[src/rtl/eth_rx_pkt_reader_if.sv]
// Reader-side bus: RAM read port toward the packet memory plus the outgoing byte stream.
interface eth_rx_pkt_reader_if;
  logic        mem_rd_en;
  logic [15:0] mem_rd_addr;
  logic [7:0]  mem_rd_data;
  logic [7:0]  tdata;
  logic        tvalid;
  logic        tlast;
  logic        tready;

  modport master (
    output mem_rd_en, mem_rd_addr, tdata, tvalid, tlast,
    input  mem_rd_data, tready
  );

  modport slave (
    input  mem_rd_en, mem_rd_addr, tdata, tvalid, tlast,
    output mem_rd_data, tready
  );
endinterface

[src/rtl/eth_rx_pkt_reader.sv]
// Drains packets stored by the Ethernet receive FSM out of packet RAM as a byte stream,
// then asks the receive FSM to rewind its write address once every stored packet is consumed.
module eth_rx_pkt_reader #(
  parameter int SLOT_BYTES   = 1024,
  parameter int MAX_SLOTS    = 63,
  parameter int FLUSH_CYCLES = 4
) (
  input  logic                i_eth_clk,
  input  logic                i_rst,
  input  logic                i_valid_packet,
  input  logic [15:0]         i_pkt_len,
  input  logic                i_busy,
  eth_rx_pkt_reader_if.master bus,
  output logic                o_rst_waddr,
  output logic [6:0]          o_pkt_pending,
  output logic [15:0]         o_drop_count
);

  localparam int IDX_W = (MAX_SLOTS > 1) ? $clog2(MAX_SLOTS) : 1;
  localparam int FC_W  = $clog2(FLUSH_CYCLES + 1);

  typedef enum logic [2:0] {
    S_IDLE,
    S_LOAD,
    S_READ,
    S_DRAIN,
    S_FLUSH
  } state_t;

  state_t state, state_nxt;

  logic [15:0]     len_tbl [MAX_SLOTS];
  logic [15:0]     tbl_len;
  logic [15:0]     clamped_len;
  logic [6:0]      wr_slot;
  logic [6:0]      rd_slot;
  logic            accept;
  logic            retire;
  logic            flush_done;

  logic [15:0]     len;
  logic [15:0]     byte_cnt;
  logic [15:0]     base;
  logic [FC_W-1:0] flush_cnt;

  logic            rd_issue;
  logic            rd_inflight;
  logic            rd_inflight_last;

  logic [8:0]      fifo_mem [2];
  logic            fifo_wp;
  logic            fifo_rp;
  logic [1:0]      fifo_cnt;
  logic            tvalid_int;
  logic            push;
  logic            pop;
  logic [2:0]      fill;

  assign clamped_len = (i_pkt_len > 16'(SLOT_BYTES)) ? 16'(SLOT_BYTES) : i_pkt_len;
  assign accept      = i_valid_packet && (wr_slot < 7'(MAX_SLOTS)) && (state != S_FLUSH);
  assign tbl_len     = len_tbl[rd_slot[IDX_W-1:0]];

  assign tvalid_int = (fifo_cnt != 2'd0);
  assign pop        = tvalid_int && bus.tready;
  assign push       = rd_inflight;
  // A beat leaving this cycle frees its entry, so a new read may be issued into it.
  assign fill       = 3'(fifo_cnt) + 3'(rd_inflight) - 3'(pop);

  always_ff @(posedge i_eth_clk) begin
    if (i_rst) begin
      state <= S_IDLE;
    end else begin
      state <= state_nxt;
    end
  end

  always_comb begin
    state_nxt   = state;
    rd_issue    = 1'b0;
    retire      = 1'b0;
    flush_done  = 1'b0;
    o_rst_waddr = 1'b0;
    case (state)
      S_IDLE: begin
        if (rd_slot < wr_slot) begin
          state_nxt = S_LOAD;
        end else if ((wr_slot != 7'd0) && !i_busy && !i_valid_packet) begin
          state_nxt = S_FLUSH;
        end
      end
      S_LOAD: begin
        if (tbl_len == 16'd0) begin
          retire    = 1'b1;
          state_nxt = S_IDLE;
        end else begin
          state_nxt = S_READ;
        end
      end
      S_READ: begin
        if ((byte_cnt < len) && (fill < 3'd2)) begin
          rd_issue = 1'b1;
          if (byte_cnt + 16'd1 == len) begin
            state_nxt = S_DRAIN;
          end
        end
      end
      S_DRAIN: begin
        if ((fifo_cnt == 2'd0) && !rd_inflight) begin
          retire    = 1'b1;
          state_nxt = S_IDLE;
        end
      end
      S_FLUSH: begin
        o_rst_waddr = 1'b1;
        if (flush_cnt == FC_W'(FLUSH_CYCLES - 1)) begin
          flush_done = 1'b1;
          state_nxt  = S_IDLE;
        end
      end
      default: state_nxt = S_IDLE;
    endcase
  end

  always_ff @(posedge i_eth_clk) begin
    if (i_rst) begin
      len       <= '0;
      byte_cnt  <= '0;
      base      <= '0;
      flush_cnt <= '0;
    end else begin
      if (state == S_LOAD) begin
        len      <= tbl_len;
        byte_cnt <= '0;
        base     <= 16'(32'(rd_slot) * SLOT_BYTES);
      end else if (rd_issue) begin
        byte_cnt <= byte_cnt + 16'd1;
      end
      flush_cnt <= (state == S_FLUSH) ? flush_cnt + 1'b1 : '0;
    end
  end

  // Accepts and retirements are independent, so both counters may move in one cycle.
  always_ff @(posedge i_eth_clk) begin
    if (i_rst) begin
      wr_slot      <= '0;
      rd_slot      <= '0;
      o_drop_count <= '0;
    end else begin
      if (flush_done) begin
        wr_slot <= '0;
      end else if (accept) begin
        wr_slot <= wr_slot + 7'd1;
      end
      if (flush_done) begin
        rd_slot <= '0;
      end else if (retire) begin
        rd_slot <= rd_slot + 7'd1;
      end
      if (i_valid_packet && !accept && (o_drop_count != 16'hFFFF)) begin
        o_drop_count <= o_drop_count + 16'd1;
      end
    end
  end

  always_ff @(posedge i_eth_clk) begin
    if (accept && !i_rst) begin
      len_tbl[wr_slot[IDX_W-1:0]] <= clamped_len;
    end
  end

  always_ff @(posedge i_eth_clk) begin
    if (i_rst) begin
      rd_inflight      <= 1'b0;
      rd_inflight_last <= 1'b0;
    end else begin
      rd_inflight      <= rd_issue;
      rd_inflight_last <= rd_issue && (byte_cnt == len - 16'd1);
    end
  end

  // Two-entry skid buffer; the last-byte tag travels alongside each data byte.
  always_ff @(posedge i_eth_clk) begin
    if (i_rst) begin
      fifo_wp  <= 1'b0;
      fifo_rp  <= 1'b0;
      fifo_cnt <= 2'd0;
    end else begin
      if (push) begin
        fifo_mem[fifo_wp] <= {rd_inflight_last, bus.mem_rd_data};
        fifo_wp           <= ~fifo_wp;
      end
      if (pop) begin
        fifo_rp <= ~fifo_rp;
      end
      fifo_cnt <= fifo_cnt + 2'(push) - 2'(pop);
    end
  end

  assign bus.tvalid      = tvalid_int;
  assign bus.tdata       = tvalid_int ? fifo_mem[fifo_rp][7:0] : 8'd0;
  assign bus.tlast       = tvalid_int ? fifo_mem[fifo_rp][8] : 1'b0;
  assign bus.mem_rd_en   = rd_issue;
  assign bus.mem_rd_addr = base + byte_cnt;
  assign o_pkt_pending   = wr_slot - rd_slot;

endmodule

[src/flat_wrapper.sv]
// flat-port wrapper written by rule: the top's interface ports become plain ports
module eth_rx_pkt_reader_flat 
#(
  parameter int SLOT_BYTES   = 1024,
  parameter int MAX_SLOTS    = 63,
  parameter int FLUSH_CYCLES = 4
)
  (i_eth_clk, i_rst, i_valid_packet, i_pkt_len, i_busy, o_rst_waddr, o_pkt_pending, o_drop_count, bus_mem_rd_en, bus_mem_rd_addr, bus_tdata, bus_tvalid, bus_tlast, bus_mem_rd_data, bus_tready);
  eth_rx_pkt_reader_if bus_i ();
  input  logic i_eth_clk;
  input  logic i_rst;
  input  logic i_valid_packet;
  input  logic [15:0] i_pkt_len;
  input  logic i_busy;
  output logic o_rst_waddr;
  output logic [6:0] o_pkt_pending;
  output logic [15:0] o_drop_count;
  output wire logic [$bits(bus_i.mem_rd_en)-1:0] bus_mem_rd_en;
  output wire logic [$bits(bus_i.mem_rd_addr)-1:0] bus_mem_rd_addr;
  output wire logic [$bits(bus_i.tdata)-1:0] bus_tdata;
  output wire logic [$bits(bus_i.tvalid)-1:0] bus_tvalid;
  output wire logic [$bits(bus_i.tlast)-1:0] bus_tlast;
  input wire logic [$bits(bus_i.mem_rd_data)-1:0] bus_mem_rd_data;
  input wire logic [$bits(bus_i.tready)-1:0] bus_tready;
  assign bus_mem_rd_en = bus_i.mem_rd_en;
  assign bus_mem_rd_addr = bus_i.mem_rd_addr;
  assign bus_tdata = bus_i.tdata;
  assign bus_tvalid = bus_i.tvalid;
  assign bus_tlast = bus_i.tlast;
  assign bus_i.mem_rd_data = bus_mem_rd_data;
  assign bus_i.tready = bus_tready;
  eth_rx_pkt_reader #(.SLOT_BYTES(SLOT_BYTES), .MAX_SLOTS(MAX_SLOTS), .FLUSH_CYCLES(FLUSH_CYCLES)) u_core (.i_eth_clk(i_eth_clk), .i_rst(i_rst), .i_valid_packet(i_valid_packet), .i_pkt_len(i_pkt_len), .i_busy(i_busy), .bus(bus_i), .o_rst_waddr(o_rst_waddr), .o_pkt_pending(o_pkt_pending), .o_drop_count(o_drop_count));
endmodule
[config.mk]
export PLATFORM = sky130hd
export DESIGN_NAME = eth_rx_pkt_reader_flat
export DESIGN_NICKNAME = d
export VERILOG_FILES = /design/src/rtl/eth_rx_pkt_reader_if.sv /design/src/rtl/eth_rx_pkt_reader.sv /design/src/flat_wrapper.sv
export SDC_FILE = /design/constraint.sdc
export NUM_CORES = 1
export LEC_CHECK = 0
export ABC_AREA = 0
export CORE_ASPECT_RATIO = 0.8
export CORE_UTILIZATION = 35
export DETAILED_ROUTE_END_ITERATION = 10
export HOLD_SLACK_MARGIN = 0.1
export PLACE_DENSITY = 0.48
export SLEW_MARGIN = 20
export SYNTH_ARGS = -nofsm -noshare
export SYNTH_HDL_FRONTEND = slang
export SYNTH_SLANG_ARGS = --single-unit
[constraint.sdc]
create_clock -name i_eth_clk -period 3.6 [get_ports i_eth_clk]
set_input_delay 0.36 -clock i_eth_clk [delete_from_list [all_inputs] [get_ports i_eth_clk]]
set_output_delay 0.36 -clock i_eth_clk [all_outputs]
set_load 0.01 [all_outputs]
* Word-level counts from Yosys, hierarchy flattened
Memory sizes are Yosys's and may differ from the RTL's. A register that Yosys moved wholly into a read port is not among the register bits. Index checks and enable logic that the tools add are counted.
Word-level totals: word-level logic and storage cells 102, RAM bits 1026, bits of input ports 29, output and inout port bits 51, register bits 80, memories kept 2
Operators by class: equality and inequality tests 14, add/sub/neg operators 12, reduce and logical (&&, ||, !) cells 25, magnitude comparators 5, bitwise operators 3, multiplexer cells 28
Memories:
- u_core.len_tbl | words 63, width 16, rd ports 1, clocked after Yosys merged registers in 1, write ports 1, RTL line eth_rx_pkt_reader.sv:32 | logic [15:0] len_tbl [MAX_SLOTS];
- u_core.fifo_mem | words 2, width 9, rd ports 1, clocked after Yosys merged registers in 1, write ports 1, RTL line eth_rx_pkt_reader.sv:50 | logic [8:0] fifo_mem [2];
Operators with widths (count):
- adder 16 x 1 -> 16 bit, second input constant | 2
- equality test 16 bit | 2
- two-way mux 3 bit | 6
- adder 16 bit | 1
- greater-than comparator 16 x 11 -> 1 bit, second input constant | 1
- logical NOT 16 bit | 1
- < comparator 16 bit | 1
- two-way mux 16 bit | 1
- != test 16 bit, second input constant | 1
- subtractor 16 x 1 -> 16 bit, second input constant | 1
- two-way mux 1 bit | 15
- one-hot mux 3 bit (5 select lines) | 1
- adder 7 x 1 -> 7 bit, second input constant | 2
- two-way mux 6 bit | 2
- logical AND 1 bit | 11
- equality test 3 x 2 -> 1 bit, second input constant | 3
- two-way mux 8 bit | 1
- != test 2 x 1 -> 1 bit, second input constant | 4
- < comparator 7 x 6 -> 1 bit, second input constant | 1
- < comparator 7 bit | 1
- nonzero test 7 bit | 1
- subtractor 7 bit | 1
- OR reduction 2 bit | 3
- logical NOT 1 bit | 5
- 17 further kinds | 19

* Depth between registers and ports, before layout
depth in word-level cells 8, gate-level depth with buffers 15, gate-level depth less buffers 13

* Worst setup path after synthesis
OpenSTA, ideal clock, no wires.
path kind register to register, start register with a tool-made name, end register with a tool-made name, period minus slack after synthesis 3.295 ns, data required time 3.485 ns, slack 0.305 ns, arrival time 3.180 ns, cell stages (with the launch flop) 12, buffers on the path 3, setup time 0.115 ns, cell sequence dfxtp_1 -> buf_4 -> buf_4 -> buf_1 -> mux4_2 -> a221oi_2 -> nand2_1 -> a31o_1 -> or4b_1 -> or3_1 -> o211a_1 -> o21a_1

==> load_flow_metrics.sql <==
INSERT INTO impl_metrics (metric_group, metric, value, unit) VALUES
('status', 'outcome', 'finished, violations left', ''),
('status', 'failed_checks', 'negative setup slack', ''),
('logic_synthesis', 'post_synth_instance_area', '45530', 'um^2'),
('routing', 'first_pass_iters', '5', ''),
('sta', 'fmax', '267.8', 'MHz'),
('cts', 'clkSlewWorstSetupHoldPaths', '0.06', 'ns'),
('worst_setup_path', 'path_cells', 'buf_12 > buf_12 > buf_6 > mux4_2 > o221ai_1 > o21ai_0 > a32oi_1 > buf_4 > and3_1 > nand4_4 > buf_6 > a2111oi_4 > mux2i_1', ''),
('floorplan', 'die_width', '405.2', 'um'),
('grt', 'via_count_of_the_first_global_routing_pass', '27110', ''),
('routing', 'routed.top_layer', 'met4', ''),
('power', 'power_density_of_the_placed_cells', '479.3', 'nW/um^2'),
('worst_setup_path', 'critical_path.max_fanout', '12', ''),
('worst_setup_path', 'reg2reg_slack', '-0.13', 'ns'),
('worst_setup_path', 'timing.critical_path.to_type', 'flop', ''),
('routing', 'met2_length', '61.10', 'mm'),
('worst_setup_path', 'reg2reg_depth', '13', ''),
('flow_run', 'max_capacitance_violation_total', '0', ''),
('sta', 'setup_viol', '14', ''),
('worst_setup_path', 'crit_path_top_delay_cell', 'mux4_2', ''),
('logic_synthesis', 'seq_cells_post_synth', '1113', ''),
('placement', 'dpl.hpwl', '90.48', 'mm'),
('worst_setup_path', 'cp-start-kind', 'flop', ''),
('floorplan', 'initial_utilization', '35.54', '%'),
('worst_setup_path', 'worst_path_largest_cell_delay', '0.54', 'ns'),
('routing', 'avg_vias_per_cell', '5.138', ''),
('worst_hold_path', 'holdCritPathClass', 'in2reg', ''),
('routing', 'detail_route.wirelength', '135.6', 'mm'),
('routing', 'route.met3.wl', '9.936', 'mm'),
('power', 'max-vdd-ir-drop', '0.3842', 'mV'),
('grt', 'sum_of_overflow_across_all_layers_after_global_routing', '0', ''),
('grt', 'initial_antenna_violation_count', '6', ''),
('sta', 'final_hold_viol_count', '0', ''),
('worst_setup_path', 'timing.setup.critical_path_class', 'reg2reg', ''),
('sta', 'timing.final.ws_setup', '-0.1341', 'ns'),
('sta', 'transition_time_of_the_tightest_slew_check_pin', '1.141', 'ns'),
('logic_synthesis', 'number_of_different_library_cells_in_the_post_synthesis_netlist', '83', ''),
('sta', 'whs', '0.2084', 'ns'),
('cts', 'clkLatencyLatePin', '0.72', 'ns'),
('grt', 'maximum_number_of_pins_on_one_net_before_global_route_repair', '64', ''),
('cts', 'cts_tree', 'built', ''),
('final_layout', 'antenna_cells', '0', ''),
('cts', 'cts_made_buffers', '112', ''),
('sta', 'final-max-slew-violation-count', '0', ''),
('logic_synthesis', 'synthFlopType', 'edfxtp_1', ''),
('sta', 'fin_worst_skew', '0.04445', 'ns'),
('worst_hold_path', 'hold_path_depth', '1', ''),
('grt', 'grt_util_all_layers', '20.59', '%'),
('floorplan', 'die_height', '324.6', 'um'),
('sta', 'min_period', '3.734', 'ns'),
('sta', 'rsz0062_at_grt', 'yes', ''),
('floorplan', 'die-area', '131500', 'um^2'),
('worst_hold_path', 'worstHoldEndpoint', 'u_core.fifo_mem[0][0]$_DFFE_PP_', ''),
('routing', 'first_iter_violations', '2717', ''),
('worst_setup_path', 'timing.rr.end', 'u_core.rd_slot[6]$_SDFFE_PP0P_', ''),
('logic_synthesis', 'avg_inst_size_synth', '17.60', 'um^2'),
('cts', 'clock_tree.htree_level_count', '3', ''),
('routing', 'met1Wirelength', '62.04', 'mm'),
('sta', 'slew_headroom', '23.88', '%'),
('logic_synthesis', 'synth_edf_count', '1026', ''),
('floorplan', 'floorplan.rows', '117', ''),
('cts', 'clkSinkCount', '1113', ''),
('power', 'p_leak', '18.35', 'nW'),
('routing', 'vias', '26770', ''),
('logic_synthesis', 'ys_warn_count', '0', ''),
('logic_synthesis', 'post_synth_inst_count', '2587', ''),
('placement', 'gpl.final_weighted_congestion', '0.8171', ''),
('final_layout', 'area_growth', '26.00', '%'),
('final_layout', 'design.final.nets', '3457', ''),
('placement', 'io_buf_count', '79', ''),
('routing', 'drt.antenna.violating_nets', '0', ''),
('logic_synthesis', 'sequential_to_total_area_share_from_yosys_stat', '71.50', '%');
cells by family (layout without fill, tap and decap cells):
family                   count (synthesis)  count (layout)  share of synthesized area, %
AND/OR/NAND/NOR                        517             517                         5.585
adder cells (fa/ha/maj)                 41              41                         1.176
flip-flops                            1113            1113                         71.50
buffers and inverters                  205             789                         2.223
XOR/XNOR                                56              56                         1.077
other                                    1             315                      0.008237
multiplexers                           339             339                         13.70
AO/OA/AOI/OAI                          315             315                         4.730
flip-flops by register name, summed over array words and instances (netlist names), named ones only:
| register | cells |
|---|---|
| u_core.len_tbl | 1008 |
| u_core.fifo_mem | 18 |
| u_core.byte_cnt | 16 |
| u_core.len | 16 |
| u_core.o_drop_count | 16 |
| u_core.rd_slot | 7 |
| u_core.wr_slot | 7 |
| u_core.base | 6 |
| u_core.flush_cnt | 3 |
| u_core.state | 3 |
| u_core.fifo_cnt | 2 |
| u_core.fifo_rp | 1 |
| u_core.fifo_wp | 1 |
| u_core.push | 1 |
| u_core.rd_inflight_last | 1 |
through the flow:
| stage | util [%] | instance area (um^2) | instances | TNS (ns) | total power [mW] |
|---|---|---|---|---|---|
| after detailed placement | 40.88 | 52360 | 4938 | -4.574 | 15.58 |
| final | 44.78 | 57360 | 5210 | -1.225 | 27.49 |
| after CTS | 44.61 | 57140 | 5202 | -0.5351 | 27.70 |
| after global placement | 40.88 | 52360 | 4938 | -4.767 | 15.57 |
| after global routing | 44.78 | 57360 | 5210 | -2.184 | 28.32 |
| after floorplan | - | 46700 | 2901 | 0 | 15.06 |
cell usage in the layout (no fill, tap or decap), drive strengths merged, types with 77 or more instances in the layout:
cell              n
edfxtp         1026
buf             442
conb            315
mux4            224
nor2            151
clkbuf          134
nand2           132
mux2i            91
dfxtp            87
clkdlybuf4s50    77
per-layer routing:
layer	up-vias	GRT usage, %
met5	-	0
met4	0	4.068
met3	165	3.791
met2	962	31.36
met1	13990	30.73
li1	11650	-
Yosys cell counts (11+ instances only):
master,count,area [um^2]
edfxtp_1,1026,30810
mux4_2,221,4977
nor2_1,151,566.8
nand2_1,132,495.5
mux2i_1,91,910.9
dfxtp_1,87,1742
a21oi_1,74,370.4
clkbuf_1,65,244.0
inv_1,53,198.9
nand3_1,52,260.3
o21ai_0,52,260.3
ha_1,38,475.5
buf_2,33,165.2
xnor2_1,32,280.3
a22oi_1,29,217.7
a211oi_1,28,210.2
nor2b_1,27,168.9
buf_4,25,187.7
mux2_2,24,270.3
xor2_1,24,210.2
nor3_1,23,115.1
nand4_1,20,125.1
nand2b_1,19,118.9
o211ai_1,17,127.6
and2_1,15,93.84
or3_1,15,93.84
buf_1,14,52.55
o31ai_1,13,97.59
or4_1,13,97.59
a31oi_1,12,75.07
a21o_1,11,82.58
area by class of cell:
class	instances	area, um^2
Clock buffer	134	2907
Timing Repair Buffer	521	5006
Tap cell	1725	2158
Inverter	56	210.2
Clock inverter	78	880.8
Fill cell	11230	70730
Multi-Input combinational cell	1583	13630
Sequential cell	1113	32580
how the worst max path moves through the flow:
stage / to / slack, ns / from
finish: u_core.rd_slot[6]$_SDFFE_PP0P_ / -0.13 / flop
global route: flop / -0.19 / flop
CTS: flop / -0.10 / flop
detailed placement: u_core.rd_slot[1]$_SDFFE_PP0P_ / -0.44 / flop
floorplan: flop / 0.31 / flop
global placement: flop / -0.43 / flop
report_power, final:
part           total (mW)  internal (mW)  switching [mW]
clock                12.1           6.93            5.12
combinational        1.32          0.575           0.746
sequential           14.1           14.0          0.0695
critical path, delay by kind of cell (launching register included):
kind / cells / cell delay [ns]
compound gates: 4 / 1.32
buf+inv: 5 / 0.83
flops: 1 / 0.37
mux: 2 / 0.75
simple gates: 2 / 0.37
timing repair:
action	CTS	global route
endpoints found under the hold margin	14	0
setup buffers	47	8
gates resized for setup	91	36
gates cloned	4	0
hold buffers	1	0
setup endpoints to repair	16	17
pin swaps	23	20
(Power assumes the default switching activity.)
